$ cat src/rtl/dmem_arbiter.sv
// Two-port round-robin arbiter and access sequencer for the 64-bit data memory.
// Optional DMEM_ARB_ERR_EN: misaligned or out-of-range accesses complete with err, skipping memory.
module dmem_arbiter #(
  parameter int unsigned MEM_BYTES = 64,
  parameter int unsigned RR_INIT   = 0
) (
  input  logic        clk,
  input  logic        reset_n,
  input  logic        a_req,
  input  logic        a_we,
  input  logic [63:0] a_addr,
  input  logic [63:0] a_wdata,
  output logic        a_ack,
  output logic [63:0] a_rdata,
  output logic        a_err,
  input  logic        b_req,
  input  logic        b_we,
  input  logic [63:0] b_addr,
  input  logic [63:0] b_wdata,
  output logic        b_ack,
  output logic [63:0] b_rdata,
  output logic        b_err,
  output logic        mem_read,
  output logic        mem_write,
  output logic [63:0] mem_addr,
  output logic [63:0] mem_wdata,
  input  logic [63:0] mem_rdata,
  output logic        busy
);

  typedef enum logic [1:0] {StIdle, StIssue, StResp} state_e;

  localparam logic [63:0] LastAddr = 64'(MEM_BYTES - 8);

  state_e      state_q, state_d;
  logic        pri_q, pri_d;
  logic        gnt_q, gnt_d;
  logic        we_q, we_d;
  logic        err_q, err_d;
  logic [63:0] addr_q, addr_d;
  logic [63:0] wdata_q, wdata_d;
  logic [63:0] a_rdata_q, b_rdata_q;

  logic        win;
  logic [63:0] win_addr;
  logic        range_bad;
  logic        win_bad;

  // pri names the port that wins a tie: 0 = A, 1 = B.
  assign win       = (a_req && b_req) ? pri_q : b_req;
  assign win_addr  = win ? b_addr : a_addr;
  assign range_bad = (win_addr[2:0] != 3'd0) || (win_addr > LastAddr);

`ifdef DMEM_ARB_ERR_EN
  assign win_bad = range_bad;
`else
  logic unused_range_bad;
  assign unused_range_bad = range_bad;
  assign win_bad          = 1'b0;
`endif

  always_comb begin
    state_d = state_q;
    pri_d   = pri_q;
    gnt_d   = gnt_q;
    we_d    = we_q;
    err_d   = err_q;
    addr_d  = addr_q;
    wdata_d = wdata_q;
    case (state_q)
      StIdle: begin
        if (a_req || b_req) begin
          gnt_d   = win;
          pri_d   = ~win;
          we_d    = win ? b_we : a_we;
          addr_d  = win_addr;
          wdata_d = win ? b_wdata : a_wdata;
          err_d   = win_bad;
          state_d = win_bad ? StResp : StIssue;
        end
      end
      StIssue: state_d = StResp;
      StResp:  state_d = StIdle;
      default: state_d = StIdle;
    endcase
  end

  always_ff @(posedge clk or negedge reset_n) begin
    if (!reset_n) begin
      state_q <= StIdle;
      pri_q   <= (RR_INIT != 0);
      gnt_q   <= 1'b0;
      we_q    <= 1'b0;
      err_q   <= 1'b0;
      addr_q  <= '0;
      wdata_q <= '0;
    end else begin
      state_q <= state_d;
      pri_q   <= pri_d;
      gnt_q   <= gnt_d;
      we_q    <= we_d;
      err_q   <= err_d;
      addr_q  <= addr_d;
      wdata_q <= wdata_d;
    end
  end

  // Read data is captured on the edge that ends ISSUE, only for the granted port.
  always_ff @(posedge clk or negedge reset_n) begin
    if (!reset_n) begin
      a_rdata_q <= '0;
      b_rdata_q <= '0;
    end else if (state_q == StIssue && !we_q) begin
      if (gnt_q) begin
        b_rdata_q <= mem_rdata;
      end else begin
        a_rdata_q <= mem_rdata;
      end
    end
  end

  assign mem_read  = (state_q == StIssue) && !we_q;
  assign mem_write = (state_q == StIssue) && we_q;
  assign mem_addr  = addr_q;
  assign mem_wdata = wdata_q;
  assign a_ack     = (state_q == StResp) && !gnt_q;
  assign b_ack     = (state_q == StResp) && gnt_q;
  assign a_err     = a_ack && err_q;
  assign b_err     = b_ack && err_q;
  assign a_rdata   = a_rdata_q;
  assign b_rdata   = b_rdata_q;
  assign busy      = (state_q != StIdle);

endmodule

$ cat config.mk
export PLATFORM = sky130hd
export DESIGN_NAME = dmem_arbiter
export DESIGN_NICKNAME = d
export VERILOG_FILES = /design/src/rtl/dmem_arbiter.sv
export SDC_FILE = /design/constraint.sdc
export NUM_CORES = 1
export LEC_CHECK = 0
export CORE_AREA = 8 8 224 226
export CTS_BUF_LIST = sky130_fd_sc_hd__clkbuf_8
export CTS_CLUSTER_DIAMETER = 100
export CTS_CLUSTER_SIZE = 28
export DETAILED_ROUTE_END_ITERATION = 16
export DIE_AREA = 0 0 232 234
export PLACE_DENSITY = 0.6
export SETUP_SLACK_MARGIN = 0.1
export SLEW_MARGIN = 30
export SYNTH_ARGS = -nofsm -noshare
export SYNTH_HDL_FRONTEND = slang
export SYNTH_SLANG_ARGS = --single-unit
$ cat constraint.sdc
create_clock -name clk -period 2.1 [get_ports clk]
set_clock_uncertainty 0.05 [all_clocks]
set_input_delay 0.63 -clock clk [delete_from_list [all_inputs] [get_ports clk]]
set_output_delay 0.63 -clock clk [all_outputs]
set_load 0.005 [all_outputs]
# == After elaboration in Yosys (flattened, before gate mapping) ==
# Index checks and enable logic that the tools add are counted.
# totals
ff_bits,261
word_cells,32
# op_classes
muxes,6
n_eq_ne,3
reduce_logical,13
bitwise_logic,2
# op_table
op,count
two-way mux 64 bit,2
AND reduction 2 bit,3
logical AND 1 bit,5
case mux 2 bit (2 select lines),1
equality test 2 x 1 -> 1 bit (second input constant),1
equality test 2 bit (second input constant),1
logical NOT 1 bit,2
logical NOT 2 bit,1
two-way mux 1 bit,2
two-way mux 2 bit,1
inequality test 2 bit (second input constant),1
NOT 1 bit,2
nonzero test 2 bit,1
logical OR 1 bit,1

# == Depth between registers and ports, before layout ==
# Gate-level depths: netlist of run 1.
# logic_depth
ltp_word,3
mapped_depth,7
mapped_depth_nobuf,4

# == Least setup slack after synthesis of run 1 ==
# OpenSTA, ideal clock, no wires.
# synth_timing
path_kind,input port to flip-flop
startpoint,input b_req
endpoint,register addr_q[31] (netlist: mem_addr[31])
t_arrival_ps,1555
slack_ps,354
stages,7
cell_sequence,buf_2 or2_1 clkbuf_1 buf_2 buf_2 a21oi_1 a31oi_1
# synth_between
elab_chain_len,3
# synth_lines
item,line_no,rtl
"start, declared",16,"input logic b_req,"
logical AND 1 bit,50,assign win = (a_req && b_req) ? pri_q : b_req;
two-way mux 1 bit,50,
two-way mux 64 bit,51,assign win_addr = win ? b_addr : a_addr;
"end signal, assigned",103,addr_q <= addr_d;
"end, declared",40,"logic [63:0] addr_q, addr_d;"
# Several ways; a longest one is shown, not always the timed one.
# A chain may end at the register's enable or synchronous reset.

# == Final worst setup path of run 1 ==
# layout_timing
startpoint,register state_q[0]
endpoint,output mem_write
# layout_between
elab_chain_len,2
# layout_lines
item,line_no,rtl
"start, declared",35,"state_e state_q, state_d;"
"start signal, assigned",90,state_q <= StIdle;
"start signal, assigned",98,state_q <= state_d;
equality test 2 x 1 -> 1 bit,123,assign mem_write = (state_q == StIssue) && we_q;
logical AND 1 bit,123,
"end, declared",24,"output logic mem_write,"
# No other way between the ends.

==> results of run 1 <==
## layout make-up
| class | instances | area share, % |
|---|---|---|
| flip-flops and latches | 261 | 32.8 |
| clock inverters | 5 | 0.308 |
| well taps | 615 | 3.87 |
| repair buffers | 782 | 37.6 |
| clock buffers | 16 | 1.11 |
| inverters | 2 | 0.0440 |
| multi-input cells | 663 | 24.2 |
| diodes | 3 | 0.0377 |
## report_power, final
part | switching [uW] | total, uW | internal [uW]
logic | 5840 | 14100 | 8240
clock network | 1760 | 2510 | 757
registers | 1490 | 9050 | 7560
total | 9090 | 25600 | 16600
## through the flow
step,setup WS (ns),cell area (um^2),TNS [ns],util [%]
final,-0.0658,19900,-0.158,42.5
after global routing,-0.147,19900,-0.573,42.5
after CTS,-0.130,19600,-0.572,41.9
after detailed placement,-0.103,18800,-5.26,40.1
after global placement,-0.0876,18800,-3.74,40.1
after floorplan,0.354,12000,0,-
## placed cells by master, fill, tap and decap left out, drive strengths merged, types with 2 or more instances in the layout
| master | synthesis | layout |
|---|---|---|
| a21oi | 130 | 130 |
| a31oi | 130 | 130 |
| and2 | 2 | 2 |
| and2b | 2 | 2 |
| buf | 51 | 212 |
| clkbuf | 65 | 28 |
| clkdlybuf4s15 | 0 | 182 |
| clkdlybuf4s50 | 0 | 323 |
| clkinv | 0 | 4 |
| conb | 1 | 2 |
| dfrtp | 261 | 261 |
| diode | 0 | 3 |
| dlygate4sd2 | 0 | 52 |
| inv | 2 | 3 |
| mux2 | 128 | 128 |
| nand3 | 129 | 129 |
| nor2 | 3 | 3 |
| nor3b | 2 | 2 |
| o21ai | 130 | 130 |
## state kept, by name, indices dropped and copies added (netlist names)
signal	count
gnt_q	1
b_rdata	64
pri_q	1
mem_addr	64
a_rdata	64
mem_wdata	64
state_q	2
we_q	1
## critical path, cell delays in order, from the launching register on
cell,delay (ns)
dfrtp_1,0.42
buf_6,0.12
nor2b_4,0.12
and2_4,0.14
buf_6,0.11
## what timing repair did
item	4_1_cts	5_1_grt
setup buffers	97	32
resized for setup	455	72
endpoints found under the hold margin	31	0
pin swaps	3	2
hold buffers	1	0
setup endpoints to repair	261	90
## layer usage
| metal | vias up | track usage, % |
|---|---|---|
| li1 | 5193 | - |
| met1 | 5612 | 21.5 |
| met2 | 566 | 30.6 |
| met3 | 72 | 5.67 |
| met4 | 0 | 4.94 |
| met5 | - | 0 |
## cell families (layout without fill, tap and decap cells)
logic type,after synthesis,count (layout)
AO/OA/AOI/OAI,391,391
flip-flops,261,261
AND/OR/NAND/NOR,142,142
multiplexers,128,128
buffers and inverters,118,805
other,1,5
## final timing paths
check | startpoint | to | slack [ns] | cells after the start
setup / recovery | state_q[0]$_DFFE_PN0P_ | mem_write | -0.07 | 4
hold reg to reg | b_rdata[55]$_DFFE_PN0P_ | b_rdata[55]$_DFFE_PN0P_ | 0.48 | 1
setup reg to reg | state_q[0]$_DFFE_PN0P_ | mem_wdata[54]$_DFFE_PN0P_ | 0.22 | 6
min in group asynchronous | reset_n | b_rdata[26]$_DFFE_PN0P_ | 0.48 | 2
hold / removal | b_req | pri_q$_DFFE_PN0P_ | 0.31 | 2
max in group asynchronous | reset_n | b_rdata[54]$_DFFE_PN0P_ | 0.87 | 3
==> results.json, run 1 <==
{
  "status": "finished with violations",
  "violations": "setup timing",
  "syn_inst": 1041,
  "synth_area_um2": 12000,
  "yosys-top-cells-count": "dfrtp_1 (261), a21oi_1 (130), a31oi_1 (130), o21ai_0 (130), nand3_1 (129)",
  "core_um2": 46800,
  "yosys.area.top_type": "dfrtp_1",
  "top_layer": "met4",
  "via_count": 11443,
  "synth-edff-count": 0,
  "arrival_ns": 1.49,
  "port_buffers": 586,
  "synth_compound_gate_area_share_pct": 17.7,
  "cp-start-kind": "flip-flop",
  "synth_area_per_cell_um2": 11.5,
  "worstMarginPinSlew_ns": 0.768,
  "dieWidth_um": 232,
  "fin_cells": 2347,
  "synth.area.mux_share_pct": 15.8,
  "finalPower_uw": 25600,
  "drt_wl_total_mm": 52.5,
  "synth_top_family_by_area": "compound AO/OA/AOI/OAI gates",
  "wl_met2_mm": 25.6,
  "final_net_count": 2050,
  "grt_max_degree": 131,
  "postRouteAntennaNets": 0,
  "yosysTopAreaCellShare_pct": 54.4,
  "grt_first_pass_wirelength_mm": 76.2,
  "wl_per_cell_um": 22.4,
  "power.density_nw_per_um2": 1290,
  "drt_drc_violations_left": 0,
  "finalCriticalPeriod_ns": 2.17,
  "yosysUniqueCellTypes": 27,
  "hp-class": "input pin to flip-flop",
  "routed_via_density": 4.88,
  "synth_xor_area_share_pct": 0,
  "grtUsageTotal_pct": 17.9,
  "drt-initial-drc-count": 699,
  "grt_overflow": 0,
  "finalSetupViolations": 3,
  "crit_type": "flip-flop to output port",
  "tritoncts": "built",
  "die_h_um": 234,
  "core.rowCount": 80,
  "synth.top_cells.by_area": "dfrtp_1 (54%), mux2_4 (15%), a31oi_1 (6.8%)",
  "finalHoldViolCount": 0,
  "drv_slew": 0,
  "cts_root_buf": "clkbuf_8",
  "start_util_pct": 25.6,
  "n_fill_cell": 4455,
  "cts_buffer_depth": 3,
  "dpl.hpwl_mm": 38.2,
  "dr_wl_met3_mm": 4.96,
  "critPathRequiredTime_ns": 1.42,
  "final.setup.worst_slack_ns": -0.0658,
  "post-route-period-util_pct": 103,
  "multi_input_area_um2": 4810,
  "dp_cells": 2193,
  "h-tree-depth": 1,
  "gp_congestion": 0.837,
  "die_area_um2": 54300,
  "area_growth_syn_to_layout_pct": 65.7,
  "drtPass1Iterations": 5,
  "synth-warning-count": 0,
  "rsz0062_at_grt": "yes",
  "cap_violations": 0,
  "insertion_delay_ns": 0.57,
  "io_pins": 589,
  "max_slew_margin_pct": 48.8,
  "yosysSeqAreaShare_pct": 54.4,
  "synthArstFlopShare_pct": 100,
  "drive_above_1_share_pct": 22.5,
  "ir_worst_vdd_v": 0.000858,
  "antenna_found_initial": 1,
  "yosys.area_share.adder_pct": 0,
  "power.leakage_uw": 0.00839,
  "clock-sinks": 261,
  "synthSimpleGateAreaFrac_pct": 6.19,
  "yosysMostFrequentCell": "dfrtp_1",
  "synth_seq_cells": 261,
  "worst-path-max-fanout": 3,
  "hold_ws_ns": 0.313,
  "numCtsBuffers": 14,
  "clk_pin_slew_ns": 0.16,
  "worstSetupEndpointType": "output port",
  "met1_length_mm": 20.6,
  "clock.fmax_mhz": 462,
  "grt_pass1_vias": 11937,
  "layout.area.seq_um2": 6530,
  "ys.flop_type": "dfrtp_1"
}
Power figures use the tool's default switching activity.
==> run 2: changes to the inputs <==
--- a/config.mk
+++ b/config.mk
@@ -5,13 +5,13 @@
 export SDC_FILE = /design/constraint.sdc
 export NUM_CORES = 1
 export LEC_CHECK = 0
-export CORE_AREA = 8 8 224 226
+export CORE_AREA = 8 8 223 225
 export CTS_BUF_LIST = sky130_fd_sc_hd__clkbuf_8
 export CTS_CLUSTER_DIAMETER = 100
 export CTS_CLUSTER_SIZE = 28
 export DETAILED_ROUTE_END_ITERATION = 16
-export DIE_AREA = 0 0 232 234
-export PLACE_DENSITY = 0.6
+export DIE_AREA = 0 0 231 233
+export PLACE_DENSITY = 0.61
 export SETUP_SLACK_MARGIN = 0.1
 export SLEW_MARGIN = 30
 export SYNTH_ARGS = -nofsm -noshare
==> constraint.sdc (replaced) <==
create_clock -name clk -period 2.67 [get_ports clk]
set_clock_uncertainty 0.05 [all_clocks]
set_input_delay 0.801 -clock clk [delete_from_list [all_inputs] [get_ports clk]]
set_output_delay 0.801 -clock clk [all_outputs]
set_load 0.005 [all_outputs]
==> run 2 against run 1 <==
  * Global-route usage is 0.57 points lower
  * Register-to-register slack better by 0.49 ns
  * Clock power fell by 23%
  * Critical endpoint is now busy
  * The run now ends clean
  * Design area fell by 5.0%
==> results.json, run 2 (same netlist as run 1, synthesis figures left out) <==
{
  "status": "complete, no violations",
  "r2r_cells": 5,
  "power.leakage_uw": 0.00749,
  "drt_drc_violations_left": 0,
  "drtPass1Iterations": 5,
  "clock-sinks": 261,
  "dieWidth_um": 231,
  "n_fill_cell": 4491,
  "tritoncts": "built",
  "post-route-period-util_pct": 92.0,
  "finalSetupViolations": 0,
  "drv_slew": 0,
  "finalHoldViolCount": 0,
  "h-tree-depth": 1,
  "ir_worst_vdd_v": 0.000534,
  "drt_wl_total_mm": 49.8,
  "routed_via_density": 4.95,
  "postRouteAntennaNets": 0,
  "dpl.hpwl_mm": 37.4,
  "clk_pin_slew_ns": 0.17,
  "port_buffers": 586,
  "final_net_count": 1912,
  "final_common_cell": "clkdlybuf4s50_1",
  "finalCriticalPeriod_ns": 2.46,
  "insertion_delay_ns": 0.57,
  "antenna_found_initial": 1,
  "clock.fmax_mhz": 407,
  "critPathRequiredTime_ns": 1.82,
  "grtUsageTotal_pct": 17.4,
  "worst-path-max-fanout": 4,
  "die_h_um": 233,
  "power.density_nw_per_um2": 1040,
  "rrSetupSlack_ns": 0.71,
  "rsz0062_at_grt": "no",
  "cts_buffer_depth": 3,
  "numCtsBuffers": 14,
  "drt-initial-drc-count": 589,
  "cts_root_buf": "clkbuf_8",
  "core_um2": 46100,
  "via_count": 10877,
  "final_util_pct": 41.0,
  "io_pins": 589,
  "crit_type": "flip-flop to output port",
  "hp-class": "input pin to async pin",
  "die_area_um2": 53800,
  "gp_congestion": 0.878,
  "grt_max_degree": 131,
  "fin_tns_setup_ns": 0,
  "cap_violations": 0,
  "grt_overflow": 0,
  "cts_hold_buf": 0,
  "cp-start-kind": "flip-flop",
  "max_slew_margin_pct": 49.2,
  "arrival_ns": 1.61,
  "area_growth_syn_to_layout_pct": 57.3,
  "core.rowCount": 79,
  "grt_first_pass_wirelength_mm": 73.7,
  "worstMarginPinSlew_ns": 0.762,
  "layout_common_cells": "clkdlybuf4s50_1 (578), dfrtp_1 (260), o21ai_0 (130), a21oi_1 (130), a31oi_1 (130)",
  "start_util_pct": 26.1,
  "wl_per_cell_um": 22.6,
  "worstSetupEndpointType": "output port",
  "grt_pass1_vias": 11552,
  "drive_above_1_share_pct": 14.0
}
==> run 2: cell count changes in the layout (fill, tap and decap cells not counted), moves of 3 or more <==
| cell | previous run | this run |
|---|---|---|
| buf_12 | 26 | 18 |
| buf_2 | 13 | 0 |
| buf_4 | 169 | 41 |
| buf_6 | 3 | 0 |
| clkbuf_2 | 12 | 2 |
| clkdlybuf4s15_1 | 181 | 2 |
| clkdlybuf4s50_1 | 323 | 578 |
| dlygate4sd2_1 | 52 | 1 |
==> run 2: worst paths after layout <==
kind,from,to
max in group asynchronous,reset_n,b_rdata[38]$_DFFE_PN0P_
max reg2reg,state_q[0]$_DFFE_PN0P_,a_rdata[0]$_DFFE_PN0P_
min reg2reg,b_rdata[0]$_DFFE_PN0P_,b_rdata[0]$_DFFE_PN0P_
min,reset_n,a_rdata[55]$_DFFE_PN0P_
max,state_q[0]$_DFFE_PN0P_,busy
min in group clk,b_rdata[0]$_DFFE_PN0P_,b_rdata[0]$_DFFE_PN0P_
==> run 2: where the power goes <==
group	total [uW]	leakage, uW	switching [uW]	internal, uW
logic	10500	0.00432	4110	6360
registers	7170	0.00303	1230	5950
clock network	1930	0.000138	1360	571
==> run 2: metrics by stage <==
step	power (uW)	cell area [um^2]	hold WS, ns	worst slack (ns)	cells
after global routing	20800	18900	0.0608	0.114	2197
after detailed placement	17800	18600	0.443	0.140	2175
final	19600	18900	0.0731	0.214	2199
after global placement	17700	18600	0.442	0.207	2175
after CTS	19800	18900	0.0607	0.0591	2197
after floorplan	11500	12000	0.445	0.753	1042
==> run 2: critical path, stage by stage (launching register included) <==
cell	delay, ns
dfrtp_1	0.43
buf_4	0.15
nor2_4	0.11
inv_2	0.08
clkdlybuf4s15_1	0.26
==> run 2: timing repair <==
item                                    in CTS  in global routing
pin swaps                                    1                  0
buffers inserted                             2                  0
resized for setup                            6                  9
endpoints found under the setup margin       5                  5
==> run 2: cell type report <==
type	instances	area, um^2	share of cell area [%]
Sequential cell	261	6530	34.6
Timing Repair Buffer	644	6520	34.5
Multi-Input combinational cell	663	4800	25.4
Tap cell	607	759	4.02
Clock buffer	15	206	1.09
Clock inverter	5	60.1	0.318
Inverter	2	10.0	0.0530
Antenna cell	2	5.00	0.0265
==> run 2: metal layers <==
| layer | wire length [um] | GRT usage [%] | up-vias |
|---|---|---|---|
| met5 | 0 | 0 | - |
| met4 | 1120 | 4.00 | 0 |
| met3 | 4250 | 5.16 | 45 |
| met2 | 24400 | 30.2 | 522 |
| met1 | 20000 | 21.0 | 5397 |
| li1 | - | - | 4913 |
==> run 3: changes to the inputs <==
==> constraint.sdc (replaced) <==
create_clock -name clk -period 3 [get_ports clk]
set_clock_uncertainty 0.05 [all_clocks]
set_input_delay 0.9 -clock clk [delete_from_list [all_inputs] [get_ports clk]]
set_output_delay 0.9 -clock clk [all_outputs]
set_load 0.005 [all_outputs]
==> run 3 against run 2 <==
  * Non-clock buffer count down 26
  * Largest cell class unchanged
  * Highest routed layer is now met5
  * Power down 11%
  * Sequential share of layout area increased by 0.32 points
  * Critical endpoint unchanged
  * Sequential power down 11%
  * Combinational power down 12%
  * First-iteration DRC count increased by 26%
  * Routed wire length is 0.72% higher
  * Worst hold slack gained 0.11 ns
  * Design area is 0.91% lower
  * Global-route usage up 0.13 points
==> results.json, run 3 (same netlist as run 1, synthesis figures left out) <==
{
  "grt_overflow": 0,
  "grt_pass1_vias": 11363,
  "crit_type": "flip-flop to output port",
  "ir_worst_vdd_v": 0.000569,
  "crit_path_cell_trace": "buf_4 -> nor2_4 -> inv_2 -> clkdlybuf4s50_1",
  "postRouteAntennaNets": 0,
  "power.leakage_uw": 0.00737,
  "drtPass1Iterations": 7,
  "worstMarginPinSlew_ns": 0.811,
  "arrival_ns": 1.85,
  "insertion_delay_ns": 0.59,
  "cts_hold_buf": 0,
  "wl_per_cell_um": 23.1,
  "n_fill_cell": 4486,
  "drt_wl_total_mm": 50.2,
  "p_int_uw": 11500,
  "final_common_cell": "clkdlybuf4s50_1",
  "finalCriticalPeriod_ns": 2.80,
  "port_buffers": 586,
  "finalPower_uw": 17400,
  "via_count": 10749,
  "clock.fmax_mhz": 357,
  "h-tree-depth": 1,
  "core.rowCount": 79,
  "rsz0062_at_grt": "no",
  "routed_via_density": 4.94,
  "drt-initial-drc-count": 740,
  "numCtsBuffers": 14,
  "grtUsageTotal_pct": 17.5,
  "status": "complete, no violations",
  "gp_congestion": 0.819,
  "core_um2": 46100,
  "cp_num_buf_inv": 3,
  "grt_first_pass_wirelength_mm": 73.7,
  "p_comb_share_pct": 53.0,
  "max_slew_margin_pct": 46.0,
  "tritoncts": "built",
  "layout_common_cells": "clkdlybuf4s50_1 (581), dfrtp_1 (260), o21ai_0 (130), a21oi_1 (130), a31oi_1 (130)",
  "hp-class": "input pin to async pin",
  "hold_ws_ns": 0.188,
  "seqPwrFrac_pct": 36.6,
  "io_pins": 589,
  "finalSetupViolations": 0,
  "drive_above_1_share_pct": 12.5,
  "clock-sinks": 261,
  "cp-start-kind": "flip-flop",
  "grt_max_degree": 131,
  "power.density_nw_per_um2": 931,
  "finalHoldViolCount": 0,
  "swShare_pct": 34.3,
  "drt_drc_violations_left": 0,
  "p_clk_share_pct": 10.4,
  "fin_tns_setup_ns": 0,
  "cp_top_family": "buffers and inverters",
  "drv_slew": 0,
  "post-route-period-util_pct": 93.5,
  "dieWidth_um": 231,
  "rrSetupSlack_ns": 0.91,
  "cp_slowest_cell": "clkdlybuf4s50_1",
  "worstSetupEndpointType": "output port",
  "cts_root_buf": "clkbuf_8",
  "area_growth_syn_to_layout_pct": 55.9,
  "start_util_pct": 26.1,
  "final_net_count": 1886,
  "critPathRequiredTime_ns": 2.05,
  "die_area_um2": 53800,
  "dpl.hpwl_mm": 36.6,
  "worst-path-max-fanout": 4,
  "die_h_um": 233,
  "switchingPower_uw": 5970,
  "cap_violations": 0,
  "antenna_found_initial": 3,
  "cts_buffer_depth": 3,
  "clk_pin_slew_ns": 0.17,
  "cpPeakStageDelay_ns": 0.50
}
==> run 3: cell types whose count changed in the layout (fill, tap and decap cells not counted), moves of 2 or more <==
cell	delta
dlygate4sd2_1	+2
inv_6	+2
clkdlybuf4s50_1	+3
clkbuf_2	-2
clkdlybuf4s15_1	-2
buf_4	-26
==> run 3: final cells by class <==
cell class / count / area (um^2) / area share (%)
Antenna cell: 3 / 7.51 / 0.0401
Clock buffer: 15 / 206 / 1.10
Clock inverter: 7 / 83.8 / 0.448
Inverter: 2 / 10.0 / 0.0535
Multi-Input combinational cell: 663 / 4790 / 25.6
Sequential cell: 261 / 6530 / 34.9
Tap cell: 607 / 759 / 4.06
Timing Repair Buffer: 618 / 6330 / 33.8
==> run 3: worst register-to-register path: stages, from the launching register on <==
cell,delay [ns]
dfrtp_2,0.48
nor3b_2,0.25
and2_4,0.51
buf_12,0.31
mux2_2,0.37
==> run 3: routing by layer <==
| layer | global-route usage, % | vias to the layer above | wire [um] | share of wire, % |
|---|---|---|---|---|
| met1 | 21.2 | 5309 | 20100 | 40 |
| met2 | 29.6 | 529 | 24200 | 48 |
| met5 | 0 | - | 12 | 0.024 |
| met4 | 4.38 | 2 | 1080 | 2.1 |
| li1 | - | 4853 | - | - |
| met3 | 5.87 | 56 | 4790 | 9.5 |
==> run 3: timing repair <==
item | 4_1_cts | 5_1_grt
gates resized for setup | 4 | 0
setup buffers | 1 | 1
endpoints found under the setup margin | 3 | 1
==> run 3: power groups by stage <==
stage	logic (uW)	clock network, uW	registers, uW
final	9230	1810	6370
after global routing	9900	2010	6590
after CTS	9380	1900	6370
after detailed placement	9350	0	6420
after global placement	9280	0	6360
after floorplan	3810	0	6420
==> run 3: final timing paths <==
check	startpoint	to	cells after the start
worst min register to register	b_rdata[63]$_DFFE_PN0P_	b_rdata[63]$_DFFE_PN0P_	1
worst max register to register	state_q[1]$_DFFE_PN0P_	b_rdata[0]$_DFFE_PN0P_	4
min in group clk	b_rdata[63]$_DFFE_PN0P_	b_rdata[63]$_DFFE_PN0P_	1
worst min-delay path	reset_n	a_rdata[55]$_DFFE_PN0P_	1
max in group asynchronous	reset_n	b_rdata[52]$_DFFE_PN0P_	2
worst max-delay path	state_q[0]$_DFFE_PN0P_	busy	4
==> run 3: per-stage QoR <==
step	instances	worst slack (ns)	utilization (%)	cell area, um^2
6_report	2176	0.196	40.6	18700
5_1_grt	2173	0.115	40.6	18700
4_1_cts	2172	0.0959	40.6	18700
3_5_place_dp	2149	0.381	40.0	18400
3_3_place_gp	2149	0.432	40.0	18400
2_1_floorplan	1042	0.984	-	12000
